<file path="src/rtl/mem_stage_lsu.sv">
// mem_stage_lsu: RV32I memory-access stage.
// Runs each load/store as a req/ack transaction on the data-memory bus and
// stalls upstream while it is outstanding. Ends in the MEM/WB register.
// Optional feature macro: LSU_MISALIGN_TRAP_EN (misaligned half/word accesses
// are suppressed and reported on misalign_o instead of going to the bus).
module mem_stage_lsu #(
    parameter int XLEN = 32
) (
    input  logic            clk,
    input  logic            reset,
    input  logic [XLEN-1:0] alu_out_i,
    input  logic [XLEN-1:0] store_data_i,
    input  logic [XLEN-1:0] pc_i,
    input  logic [XLEN-1:0] instruction_i,
    input  logic            reg_wr_en_i,
    input  logic            dmem_wr_i,
    input  logic [1:0]      wb_sel_i,
    input  logic [1:0]      store_size_i,
    input  logic [2:0]      load_size_i,
    output logic            dmem_req_o,
    output logic            dmem_we_o,
    output logic [XLEN-1:0] dmem_addr_o,
    output logic [3:0]      dmem_be_o,
    output logic [XLEN-1:0] dmem_wdata_o,
    input  logic [XLEN-1:0] dmem_rdata_i,
    input  logic            dmem_ack_i,
    output logic            stall_o,
    output logic [XLEN-1:0] wb_data_o,
    output logic [4:0]      rd_wb_o,
    output logic            reg_wr_en_wb_o,
    output logic            misalign_o
);

    typedef enum logic [1:0] {
        S_IDLE = 2'd0,
        S_REQ  = 2'd1,
        S_DONE = 2'd2
    } state_t;

    state_t state_q, state_d;

    logic            req_q, req_d;
    logic            we_q, we_d;
    logic [3:0]      be_q, be_d;
    logic [XLEN-1:0] addr_q, addr_d;
    logic [XLEN-1:0] wdata_q, wdata_d;
    logic [XLEN-1:0] load_data_q, load_data_d;
    logic [XLEN-1:0] wb_data_q, wb_data_d;
    logic [4:0]      rd_wb_q, rd_wb_d;
    logic            reg_wr_en_wb_q, reg_wr_en_wb_d;
    logic            misalign_q, misalign_d;

    logic            access;
    logic            trap;
    logic            start;
    logic            stall;
    logic [3:0]      be_store;
    logic [XLEN-1:0] wdata_store;
    logic [7:0]      load_byte;
    logic [15:0]     load_half;
    logic [XLEN-1:0] load_ext;
    logic [XLEN-1:0] pc_plus4;

    // Only rd is taken from the instruction word here.
    logic unused_instr_bits;
    assign unused_instr_bits = ^{instruction_i[XLEN-1:12], instruction_i[6:0]};

    assign access   = dmem_wr_i | (wb_sel_i == 2'b01);
    assign pc_plus4 = pc_i + {{(XLEN-3){1'b0}}, 3'b100};

`ifdef LSU_MISALIGN_TRAP_EN
    logic is_byte;
    logic is_half;
    logic misaligned;

    // Classify the access width from the store or load size field.
    always_comb begin
        is_byte = 1'b0;
        is_half = 1'b0;
        if (dmem_wr_i) begin
            is_byte = (store_size_i == 2'b00);
            is_half = (store_size_i == 2'b01);
        end else begin
            is_byte = (load_size_i == 3'b000) || (load_size_i == 3'b100);
            is_half = (load_size_i == 3'b001) || (load_size_i == 3'b101);
        end
        misaligned = 1'b0;
        if (is_half)
            misaligned = alu_out_i[0];
        else if (!is_byte)
            misaligned = (alu_out_i[1:0] != 2'b00);
    end

    // A trapped access is dropped before it ever reaches the bus.
    assign trap = (state_q == S_IDLE) & access & misaligned;
`else
    assign trap = 1'b0;
`endif

    assign start = (state_q == S_IDLE) & access & ~trap;
    // Gated by reset so a held-in-reset stage never freezes the pipeline.
    assign stall   = reset & (start | (state_q == S_REQ));
    assign stall_o = stall;

    // Byte enables and lane-replicated write data for stores.
    always_comb begin
        be_store    = 4'b1111;
        wdata_store = store_data_i;
        case (store_size_i)
            2'b00: begin
                be_store    = 4'b0001 << alu_out_i[1:0];
                wdata_store = {4{store_data_i[7:0]}};
            end
            2'b01: begin
                be_store    = 4'b0011 << {alu_out_i[1], 1'b0};
                wdata_store = {2{store_data_i[15:0]}};
            end
            default: begin
                be_store    = 4'b1111;
                wdata_store = store_data_i;
            end
        endcase
    end

    // Lane select and sign/zero extension of the returned read word.
    always_comb begin
        load_byte = dmem_rdata_i[7:0];
        case (alu_out_i[1:0])
            2'b00:   load_byte = dmem_rdata_i[7:0];
            2'b01:   load_byte = dmem_rdata_i[15:8];
            2'b10:   load_byte = dmem_rdata_i[23:16];
            default: load_byte = dmem_rdata_i[31:24];
        endcase
        load_half = alu_out_i[1] ? dmem_rdata_i[31:16] : dmem_rdata_i[15:0];
        case (load_size_i)
            3'b000:  load_ext = {{(XLEN-8){load_byte[7]}}, load_byte};
            3'b001:  load_ext = {{(XLEN-16){load_half[15]}}, load_half};
            3'b100:  load_ext = {{(XLEN-8){1'b0}}, load_byte};
            3'b101:  load_ext = {{(XLEN-16){1'b0}}, load_half};
            default: load_ext = dmem_rdata_i;
        endcase
    end

    // FSM next state: IDLE -> REQ on a new access, REQ -> DONE on ack, DONE -> IDLE.
    always_comb begin
        state_d = state_q;
        case (state_q)
            S_IDLE:  if (start) state_d = S_REQ;
            S_REQ:   if (dmem_ack_i) state_d = S_DONE;
            S_DONE:  state_d = S_IDLE;
            default: state_d = S_IDLE;
        endcase
    end

    // Bus outputs are launched on entry to REQ, held through REQ, and the
    // request/strobes drop in the cycle after ack.
    always_comb begin
        req_d       = req_q;
        we_d        = we_q;
        be_d        = be_q;
        addr_d      = addr_q;
        wdata_d     = wdata_q;
        load_data_d = load_data_q;
        if (start) begin
            req_d   = 1'b1;
            we_d    = dmem_wr_i;
            be_d    = dmem_wr_i ? be_store : 4'b0000;
            addr_d  = {alu_out_i[XLEN-1:2], 2'b00};
            wdata_d = wdata_store;
        end else if ((state_q == S_REQ) && dmem_ack_i) begin
            req_d       = 1'b0;
            we_d        = 1'b0;
            be_d        = 4'b0000;
            load_data_d = load_ext;
        end
    end

    // MEM/WB register: advances when not stalled, otherwise takes a bubble.
    always_comb begin
        wb_data_d      = '0;
        rd_wb_d        = 5'd0;
        reg_wr_en_wb_d = 1'b0;
        misalign_d     = trap;
        if (!stall && !trap) begin
            rd_wb_d        = instruction_i[11:7];
            reg_wr_en_wb_d = reg_wr_en_i;
            case (wb_sel_i)
                2'b00:   wb_data_d = alu_out_i;
                2'b01:   wb_data_d = load_data_q;
                2'b10:   wb_data_d = pc_plus4;
                default: wb_data_d = '0;
            endcase
        end
    end

    // State, bus and MEM/WB registers.
    always_ff @(posedge clk or negedge reset) begin
        if (!reset) begin
            state_q        <= S_IDLE;
            req_q          <= 1'b0;
            we_q           <= 1'b0;
            be_q           <= 4'b0000;
            addr_q         <= '0;
            wdata_q        <= '0;
            load_data_q    <= '0;
            wb_data_q      <= '0;
            rd_wb_q        <= 5'd0;
            reg_wr_en_wb_q <= 1'b0;
            misalign_q     <= 1'b0;
        end else begin
            state_q        <= state_d;
            req_q          <= req_d;
            we_q           <= we_d;
            be_q           <= be_d;
            addr_q         <= addr_d;
            wdata_q        <= wdata_d;
            load_data_q    <= load_data_d;
            wb_data_q      <= wb_data_d;
            rd_wb_q        <= rd_wb_d;
            reg_wr_en_wb_q <= reg_wr_en_wb_d;
            misalign_q     <= misalign_d;
        end
    end

    assign dmem_req_o     = req_q;
    assign dmem_we_o      = we_q;
    assign dmem_be_o      = be_q;
    assign dmem_addr_o    = addr_q;
    assign dmem_wdata_o   = wdata_q;
    assign wb_data_o      = wb_data_q;
    assign rd_wb_o        = rd_wb_q;
    assign reg_wr_en_wb_o = reg_wr_en_wb_q;
    assign misalign_o     = misalign_q;

endmodule
</file>
<file path="config.mk">
export PLATFORM = sky130hd
export DESIGN_NAME = mem_stage_lsu
export DESIGN_NICKNAME = d
export VERILOG_FILES = /design/src/rtl/mem_stage_lsu.sv
export SDC_FILE = /design/constraint.sdc
export NUM_CORES = 1
export LEC_CHECK = 0
export CAP_MARGIN = 20
export CORE_ASPECT_RATIO = 1.4
export CORE_MARGIN = 1.5
export CORE_UTILIZATION = 44
export DETAILED_ROUTE_END_ITERATION = 8
export PLACE_DENSITY = 0.77
export SYNTH_ARGS = -nofsm -noshare
export SYNTH_HDL_FRONTEND = slang
export SYNTH_SLANG_ARGS = --single-unit
</file>
<file path="constraint.sdc">
create_clock -name clk -period 2.5 [get_ports clk]
set_input_delay 0.5 -clock clk [delete_from_list [all_inputs] [get_ports clk]]
set_output_delay 0.5 -clock clk [all_outputs]
set_load 0.02 [all_outputs]
</file>
# After elaboration in Yosys (flattened, before gate mapping)
# Cells that the tools add are included.
dict set report op_classes {
  shift 2
  muxes 18
  add_sub_neg 1
  bitwise_logic 5
  n_eq_ne 11
  n_reduce_logical 9
}
# cell count
set op_table {}
lappend op_table {{$pmux 32 s4} 1}
lappend op_table {{$pmux 32 s3} 1}
lappend op_table {{$pmux 32 s2} 1}
lappend op_table {{$add 32x3->32 const B} 1}
lappend op_table {{$mux 32} 1}
lappend op_table {{$pmux 8 s3} 1}
lappend op_table {{$mux 16} 1}
lappend op_table {{$mux 4} 3}
lappend op_table {{$eq 2x1->1 const B} 4}
lappend op_table {{$logic_not 2->1} 4}
lappend op_table {{$pmux 4 s2} 1}
lappend op_table {{$eq 3x3->1 const B} 2}
lappend op_table {{$mux 5} 1}
lappend op_table {{$eq 2x2->1 const B} 2}
lappend op_table {{$mux 1} 4}
lappend op_table {{$mux 2} 2}
lappend op_table {{$ne 2x2->1 const B} 2}
lappend op_table {{$pmux 2 s2} 1}
lappend op_table {{$reduce_and 2->1} 2}
lappend op_table {{$shl 1x2->4 const A} 1}
lappend op_table {{$shl 2x2->4 const A} 1}
lappend op_table {{$eq 3x1->1 const B} 1}
lappend op_table {{$logic_not 3->1} 1}
lappend op_table {{$and 1x1->1} 2}
lappend op_table {{other kinds (4)} 5}
dict set report word_totals {
  reg_bits 140
  output_inout_bits 110
}

# Depth between registers and ports, before layout
# Gate-level depths: netlist of run 1.
dict set report depth {
  word_depth 6
  mapped_depth 7
  ltp_nobuf 5
}

# Worst setup path after synthesis of run 1
# No wires, ideal clock.
dict set report synth_path {
  path_type {input-to-output}
  start {input port wb_sel_i[0]}
  end {output port stall_o}
  setup_slack_ns 0.315
  arrival_time_ns 1.685
  required_time_ns 2.000
  cell_stages 5
  cell_sequence {clkbuf_1 nor2b_1 o21ai_0 inv_1 clkbuf_1}
}
dict set report synth_between {
  elab_chain_len 5
}
# item line_no
set synth_lines {}
lappend synth_lines {{start, declared} 17} ;# input logic [1:0] wb_sel_i,
lappend synth_lines {{$eq 2x1->1} 68} ;# assign access = dmem_wr_i | (wb_sel_i == 2'b01);
lappend synth_lines {{$or 1x1->1} 68}
lappend synth_lines {{$and 1x1->1} 100} ;# assign start = (state_q == S_IDLE) & access & ~trap;
lappend synth_lines {{$or 1x1->1} 102} ;# assign stall = reset & (start | (state_q == S_REQ));
lappend synth_lines {{$and 1x1->1} 102}
lappend synth_lines {{end, declared} 27} ;# output logic stall_o,
# No other way between the ends.

# Worst setup path after layout of run 1
dict set report layout_path {
  start {input port dmem_wr_i}
  end {output port stall_o}
}
dict set report layout_between {
  elab_chain_len 4
}
# item line_no
set layout_lines {}
lappend layout_lines {{start, declared} 16} ;# input logic dmem_wr_i,
lappend layout_lines {{$or 1x1->1} 68}
lappend layout_lines {{$and 1x1->1} 100}
lappend layout_lines {{$or 1x1->1} 102}
lappend layout_lines {{$and 1x1->1} 102}
# No other way between the ends.

==> results of run 1 <==
worst max path at each step:
stage	slack, ns	from	end	cells after the start
floorplan	0.31	wb_sel_i[0]	stall_o	5
global placement	-0.30	dmem_wr_i	stall_o	5
detailed placement	-0.30	dmem_wr_i	stall_o	5
CTS	0.01	dmem_wr_i	stall_o	5
global route	0.06	dmem_wr_i	stall_o	5
finish	0.08	dmem_wr_i	stall_o	5
synthesized netlist by cell type (all sizes together), types with 2 or more instances:
master	count
inv	13
and3	2
nor3	6
nand3	62
and2	7
a211oi	3
nor2	41
nand2b	14
a21oi	36
a31oi	4
a211o	2
buf	16
clkbuf	35
o211ai	15
mux2i	43
nand2	78
a32oi	8
dfrtp	140
a21o	2
nand4	11
nand3b	4
or3	12
or4	5
o21ai	52
o2111ai	2
mux2	58
o221ai	2
nand4b	2
or2	3
xnor2	5
o21a	2
o22ai	2
nor2b	3
nor4	6
a2bb2o	6
a22oi	3
worst max-delay path, stage by stage:
cell	delay [ns]
clkdlybuf4s50_1	0.48
or2_2	0.35
o21ai_2	0.16
inv_1	0.08
dlygate4sd2_1	0.33
metrics by stage:
step	power (W)	setup slack (ns)
3_5_place_dp	0.00822	-0.300
6_report	0.0106	0.0796
5_1_grt	0.0111	0.0591
4_1_cts	0.0106	0.0120
2_1_floorplan	0.00588	0.315
3_3_place_gp	0.00812	-0.305
layer usage:
| metal | part of all wire | global-route usage | wire length [um] | vias up |
|---|---|---|---|---|
| li1 | - | - | - | 3167 |
| met1 | 0.38 | 0.327 | 8830 | 3299 |
| met2 | 0.51 | 0.475 | 11900 | 350 |
| met3 | 0.070 | 0.0575 | 1620 | 54 |
| met4 | 0.036 | 0.117 | 831 | 0 |
| met5 | 0 | 0 | 0 | - |
logic make-up (layout without fill, tap and decap cells):
| group | Yosys count | count (layout) | synth area share |
|---|---|---|---|
| mux | 102 | 102 | 0.155 |
| flops | 140 | 140 | 0.490 |
| xor+xnor | 5 | 5 | 0.00613 |
| simple gates | 257 | 257 | 0.177 |
| other cells | 1 | 5 | 0.000525 |
| buf+inv | 64 | 356 | 0.0373 |
| fa+ha+maj | 1 | 1 | 0.00175 |
| compound gates | 149 | 149 | 0.132 |
flip-flops by register name (all words and copies together) (netlist names), 2 cells and up:
name	cells
dmem_be_o	4
wb_data_o	32
dmem_wdata_o	32
load_data_q	32
dmem_addr_o	30
state_q	2
rd_wb_o	5
area by class of cell:
type / count / area share
Timing Repair Buffer: 312 / 0.282
Antenna cell: 2 / 0.000463
Tap cell: 196 / 0.0227
Multi-Input combinational cell: 517 / 0.314
Clock buffer: 19 / 0.0410
Inverter: 13 / 0.00452
Clock inverter: 12 / 0.0108
Sequential cell: 140 / 0.324
where the power goes:
part | leakage (nW) | total [W] | switching (W) | internal, W
combinational | 2.65 | 0.00453 | 0.00230 | 0.00224
sequential | 1.72 | 0.00366 | 0.000488 | 0.00318
clock | 0.258 | 0.00240 | 0.00100 | 0.00140
total | 4.63 | 0.0106 | 0.00379 | 0.00681
==> flow_summary.yaml, run 1 <==
timing:
  relSlewSlack: 0.437
  final_hold_viol_count: 0
  rsz0062_at_grt: "false"
  worst_pin_slew_ns: 0.845
  timing.fmax_mhz: 413
  hold-worst-slack_ns: 0.130
  clock-skew-final_ns: 0.00692
  setup-tns-final_ns: 0
  drv_slew: 0
  timing.final.crit_share: 0.968
  fin_crit_ns: 2.42
  setup-violations-final: 0
hold_path:
  hold_path_class: "in2async"
clocking:
  numCtsBuffers: 17
  hold_buffers: 0
  cts_sinks: 140
  h-tree-depth: 4
  postCtsSetupBuffers: 0
  tritoncts: "built"
  clkLatencyLatePin_ns: 0.42
  cts_resized: 2
  root_buffer: "clkbuf_16"
  cts_buffer_depth: 2
  cts.clk_slew.worst_paths_ns: 0.06
drt:
  drtIter0Drc: 394
  drc: 0
  finalWirelength_um: 23200
  wl_per_cell_um: 19.1
  vias: 6870
  ant_nets: 0
  drt_pass1_iterations: 5
  viasPerCell: 5.67
yosys:
  ys_top_cells_by_area: "dfrtp_1, mux2_2, mux2i_1"
  synth_top_area_frac: 0.490
  seq_area_frac_synth: 0.490
  synth.avg_cell_area_sq_um: 9.94
  synth_edf_count: 0
  synth-async-reset-ratio: 1.00
  yosysTopAreaCell: "dfrtp_1"
  ys.flop_type: "dfrtp_1"
  ys_ff_latch: 140
  synthCells: 719
  yosysWarnings: 0
  yosysUniqueCellTypes: 56
  syn_area_sq_mm: 0.00715
job:
  maxCapViolations: 0
final_layout:
  areaGrowthSynthToFinish_pct: 51.2
  layout.cells.non_filler: 1211
  drive_gt1_frac: 0.159
  mostFrequentLayoutCells: "clkdlybuf4s50_1, dfrtp_1, nand2_1"
  layout_commonest_cell: "clkdlybuf4s50_1"
  fin_util: 0.686
  nets: 1174
  final_cell_area_sq_mm: 0.0108
  fillers: 1229
  multi_input_area_sq_mm: 0.00340
  regArea_sq_mm: 0.00350
power_and_ir_drop:
  leakage_nw: 4.63
  peakVddDrop_mv: 0.568
  power_density_mw_per_mm2: 981
floorplan:
  fp.dieArea_sq_mm: 0.0170
  die_w_um: 111
  core_sq_mm: 0.0157
  die_h_um: 154
  start_util: 0.454
  std_cell_rows: 54
  ios: 282
setup_path:
  r2r_cells: 5
  rr_startpoint: "state_q[0]$_DFFE_PN0P_"
  worstSetupStartpointType: "input pin"
  rrSetupSlack_ns: 0.55
  crit_type: "in2out"
  r2r_end: "wb_data_o[21]$_DFF_PN0_"
  end_kind: "output port"
  crit_arrival_ns: 1.92
  critPathMaxFanout: 2
  worstPathRequired_ns: 2.00
place:
  placed_area_sq_mm: 0.0102
  place.gp.congestion: 0.882
  dp_hpwl_um: 17500
  dp_cells: 1178
  portBuffers: 251
global_routing:
  grt_usage: 0.273
  grt_pass1_wl_um: 36700
  grt_overflow_total: 0
  antenna_found_initial: 2
  grt_max_degree: 141
  grt_pass1_vias: 6785
status:
  status: "finished, final reports clean"
(Power assumes the default switching activity.)
==> inputs of run 2 (changes only) <==
- ABC_CLOCK_PERIOD_IN_PS: not set -> 2500
==> results of run 2 <==
The final DEF is identical to that of run 1; final timing and power are the same.
==> inputs of run 3 (changes only) <==
- HOLD_SLACK_MARGIN: not set -> 0.03
==> results of run 3 <==
The final DEF is identical to that of run 1; final timing and power are the same.
